<file path="src/rtl/l0_skew_feeder.sv">
// l0_skew_feeder: per-row input FIFOs drained with a one-cycle-per-row diagonal skew
// so each wavefront reaches the MAC array west edge aligned with its instruction.
module l0_skew_feeder #(
    parameter int row   = 8,
    parameter int bw    = 4,
    parameter int depth = 64
) (
    input  logic              clk,
    input  logic              reset,
    input  logic              wr,
    input  logic [row*bw-1:0] in,
    input  logic              rd,
    input  logic [1:0]        mode,
    output logic [row*bw-1:0] out,
    output logic [row*2-1:0]  inst,
    output logic              o_ready,
    output logic              o_valid,
    output logic [1:0]        o_err
);
    localparam int AW = $clog2(depth);

    logic [AW:0]   wp_q;
    logic [AW:0]   rp_q  [row];
    logic [bw-1:0] mem_q [row][depth];
    logic [2:0]    dl_q  [row-1];
    logic [row-1:0] rs, full, empty;
    logic [1:0]    m     [row];
    logic          wen;

    // Row 0 sees rd directly; row r sees it through r stages of the {rd, mode} delay line.
    always_comb begin
        rs[0] = rd;
        m[0]  = mode;
        for (int r = 1; r < row; r++) begin
            rs[r] = dl_q[r-1][2];
            m[r]  = dl_q[r-1][1:0];
        end
    end

    always_comb begin
        for (int r = 0; r < row; r++) begin
            empty[r] = wp_q == rp_q[r];
            full[r]  = (wp_q[AW] != rp_q[r][AW]) && (wp_q[AW-1:0] == rp_q[r][AW-1:0]);
        end
    end

    assign o_ready = ~|full;
    assign o_valid = &(~empty);
    assign wen     = wr & o_ready;

    always_ff @(posedge clk) begin
        if (wen)
            for (int r = 0; r < row; r++)
                mem_q[r][wp_q[AW-1:0]] <= in[r*bw +: bw];
    end

    always_ff @(posedge clk or negedge reset) begin
        if (!reset) begin
            wp_q  <= '0;
            out   <= '0;
            inst  <= '0;
            o_err <= '0;
            for (int r = 0; r < row; r++) rp_q[r] <= '0;
            for (int i = 0; i < row - 1; i++) dl_q[i] <= '0;
        end else begin
            if (wen) wp_q <= wp_q + (AW+1)'(1);
            dl_q[0] <= {rd, mode};
            for (int i = 1; i < row - 1; i++) dl_q[i] <= dl_q[i-1];
            for (int r = 0; r < row; r++) begin
                inst[r*2 +: 2] <= (rs[r] && !empty[r]) ? m[r] : 2'b00;
                if (rs[r] && !empty[r]) begin
                    out[r*bw +: bw] <= mem_q[r][rp_q[r][AW-1:0]];
                    rp_q[r]         <= rp_q[r] + (AW+1)'(1);
                end
            end
            o_err <= o_err | {wr & ~o_ready, |(rs & empty)};
        end
    end
endmodule

</file>
<file path="config.mk">
export PLATFORM = sky130hd
export DESIGN_NAME = l0_skew_feeder
export DESIGN_NICKNAME = d
export VERILOG_FILES = /design/src/rtl/l0_skew_feeder.sv
export SDC_FILE = /design/constraint.sdc
export NUM_CORES = 2
export LEC_CHECK = 0
export CAP_MARGIN = 20
export CORE_MARGIN = 5
export CORE_UTILIZATION = 50
export CTS_CLUSTER_DIAMETER = 200
export CTS_CLUSTER_SIZE = 8
export DETAILED_ROUTE_END_ITERATION = 6
export GPL_TIMING_DRIVEN = 0
export MAX_ROUTING_LAYER = met4
export PLACE_DENSITY = 0.66
export SYNTH_ARGS = -nofsm -noshare
export SYNTH_HDL_FRONTEND = slang
export SYNTH_SLANG_ARGS = --single-unit
</file>
<file path="constraint.sdc">
create_clock -name clk -period 6.5 [get_ports clk]
set_input_delay 0.65 -clock clk [delete_from_list [all_inputs] [get_ports clk]]
set_output_delay 0.65 -clock clk [all_outputs]
set_load 0.05 [all_outputs]
</file>
==> impl_metrics.tcl <==
set metrics [dict create \
    yosys_most_used_dff "edfxtp_1" \
    core_sq_um 169000 \
    placed_cells 6874 \
    ys_types 62 \
    cts_resized 0 \
    drive_above_1_share 0.235 \
    hpwl_mm 153 \
    grt_max_degree 104 \
    rsz0062_at_grt "no" \
    mappedNetlistArea_sq_um 85100 \
    initial_utilization 0.503 \
    r2r-start "wp_q[1]" \
    via_count 46520 \
    worstPathRequired_ns 5.85 \
    via_per_inst 6.29 \
    cts_hold_buf 5 \
    hp-class "in2reg" \
    totalWireLength_mm 234 \
    maxSlewViolCount 0 \
    synth_area_leaders "edfxtp_1, mux4_2, mux2i_1, dfrtp_1, xnor2_1" \
    fin_crit_ns 5.99 \
    synth_edf_count 2048 \
    insertion_delay_ns 0.92 \
    ant_nets 0 \
    synth-seq-area-share 0.762 \
    crit_fanout 10 \
    synth_top_area_share 0.723 \
    setup_viol 0 \
    cts_max_path_buffers 4 \
    relSlewSlack 0.217 \
    drc_errors 0 \
    ys_ff_latch 2182 \
    power_frac_comb 0.289 \
    gp_congestion 0.857 \
    nets 5033 \
    multi_input_area_sq_um 19300 \
    total_power_mw 44.4 \
    skew_ns 0.0613 \
    root_buffer "clkbuf_16" \
    p_int_mw 30.5 \
    maxCapViolations 0 \
    regArea_sq_um 64900 \
    critical_path_class "reg2out" \
    arrival_ns 5.34 \
    endpoint_kind "output pin" \
    seqPwrFrac 0.375 \
    finalHoldWorstSlack_ns 0.110 \
    worst_pin_slew_ns 1.16 \
    routedWlPerCell_um 31.7 \
    finish.instance_area_sq_um 101000 \
    setup.worst_path.start_class "flop" \
    grt_pass1_vias 46941 \
    die_area_sq_um 178000 \
    clkPwrFrac 0.336 \
    cellPowerDensity_nw_per_um2 439 \
    ys_warn_count 0 \
    grt_pass1_wl_mm 336 \
    switching_power_mw 13.9 \
    cts.sink_count 2182 \
    ir_worst_vdd_uv 298 \
    pin_count 90 \
    finalHoldViolations 0 \
    synth_nets 4338 \
    hp-start "in[14]" \
    p_leak_nw 33.9 \
    period_share 0.922 \
    setup_slack_ns 0.510 \
    status "finished clean" \
    nFillCells 12007 \
    placed_area_sq_um 92000 \
    cts_buffers 322 \
    async_reset_ff_frac 0.0614 \
    areaGrowthSynthToFinish_pct 18.8 \
    groute.usage.overall 0.269 \
    dp_slack_ns 1.31 \
    die-height_um 422 \
    dr.first_iter.drc_count 6195 \
    max_freq_mhz 167 \
    clkTransAtPathRegs_ns 0.05 \
    grt_overflow 0 \
    num_rows 151 \
    fp.dieW_um 422 \
    grt_antenna_before_repair 2 \
    syn_inst 4291 \
    cts_setup_buffers 0 \
    cts_tree "built" \
    firstDrtPassIters 6 \
    yosysTopAreaCell "edfxtp_1" \
    finalNonFillerCells 7401 \
    swShare 0.313 \
    startpoint "wp_q[1]" \
    htree_levels 5 \
    port_buffers 88 \
    syn_avg_cell_area_sq_um 19.8 \
]
## cell type report
cell class | count | area share
timing repair buffer | 371 | 0.0386
multi-input combinational | 1828 | 0.191
sequential | 2182 | 0.642
clock inverter | 7 | 0.000607
inverter | 14 | 0.000520
antenna | 2 | 0.0000495
clock buffer | 512 | 0.0884
tap | 2218 | 0.0275
buffer | 267 | 0.0115
## cell families after synthesis
family / Yosys count / share of synthesized area
buf+inv: 281 / 0.0142
flops: 2182 / 0.762
mux: 755 / 0.142
simple gates: 483 / 0.0301
fa+ha+maj: 9 / 0.00132
xor+xnor: 109 / 0.0113
compound gates: 472 / 0.0385
## path summary, 6_finish.rpt
kind | endpoint | slack, ns | depth (start not counted)
max | o_ready | 0.51 | 11
min | mem_q[0][870] | 0.11 | 1
max reg2reg | mem_q[0][1013] | 1.29 | 16
min reg2reg | dl_q[3] | 0.36 | 0
max in group asynchronous | out[2] | 5.20 | 3
min in group asynchronous | rp_q[32] | 0.24 | 2
## registers in the layout (all words and copies together) (netlist names)
signal,cells
out,32
rp_q,56
dl_q,21
inst,16
o_err,2
mem_q,2048
wp_q,7
## metal layers
metal,vias to the layer above,part of all wire,GRT usage
met5,-,0,-
met4,0,0.045,0.106
met3,547,0.098,0.0577
met2,2676,0.47,0.408
met1,24203,0.39,0.362
li1,19094,-,-
## cell usage after synthesis (5+ instances only)
master     instances
edfxtp_1        2048
mux2i_1          366
mux4_2           360
dfrtp_1          134
clkbuf_1         130
a21oi_1           95
buf_2             94
nor2_1            92
nand2_1           81
nand3_1           66
a211oi_1          56
o22ai_1           56
xnor2_1           56
a22oi_1           53
xor2_1            52
o221ai_1          51
o21ai_0           47
and3_1            38
buf_1             37
nor3_1            35
and2_1            32
mux2_2            29
nor2b_1           27
nor4_1            25
a221oi_1          24
a31oi_1           22
nand4_1           20
a22o_1            15
inv_1             14
nand3b_1          13
nor3b_1           12
ha_1               9
o211ai_1           9
or2_2              9
a2111oi_0          8
a211o_1            8
and4_1             8
or3b_2             6
a311o_1            5
and3b_1            5
or3_1              5
## placed cells by master, fill, tap and decap left out, types with 52 or more instances in the layout
cell type        instances
a211oi_1                56
a21oi_1                 95
a22oi_1                 53
buf_2                  127
buf_4                  115
buf_6                  118
clkbuf_1               312
clkbuf_16              329
clkdlybuf4s50_1         55
dfrtp_1                134
edfxtp_1              2048
mux2i_1                366
mux4_2                 360
nand2_1                 81
nand3_1                 66
nor2_1                  92
o22ai_1                 56
xnor2_1                 56
xor2_1                  52
## per-stage QoR
stage	util	TNS, ns
2_1_floorplan	-	0
3_3_place_gp	0.524	-5588.59
3_5_place_dp	0.543	0
4_1_cts	0.597	0
5_1_grt	0.597	0
6_report	0.597	0
## worst max-delay path, cell delays in order, from the launching register on
cell	delay [ns]
dfrtp_1	0.34
buf_2	0.43
buf_2	0.44
xor2_1	0.13
nor4_2	0.81
a221oi_1	0.23
o22ai_2	0.41
or2_1	0.20
buf_6	0.14
buf_2	0.30
inv_1	0.23
clkdlybuf4s50_1	0.76
## power groups by stage
stage | logic [mW] | clock network [mW] | registers [mW]
after floorplan | 8.10 | 0 | 17.1
after global placement | 12.2 | 0 | 17.0
after detailed placement | 12.7 | 0 | 16.9
after CTS | 12.8 | 15.1 | 16.6
after global routing | 13.5 | 15.8 | 16.7
final | 12.8 | 14.9 | 16.6
(Power assumes the default switching activity.)
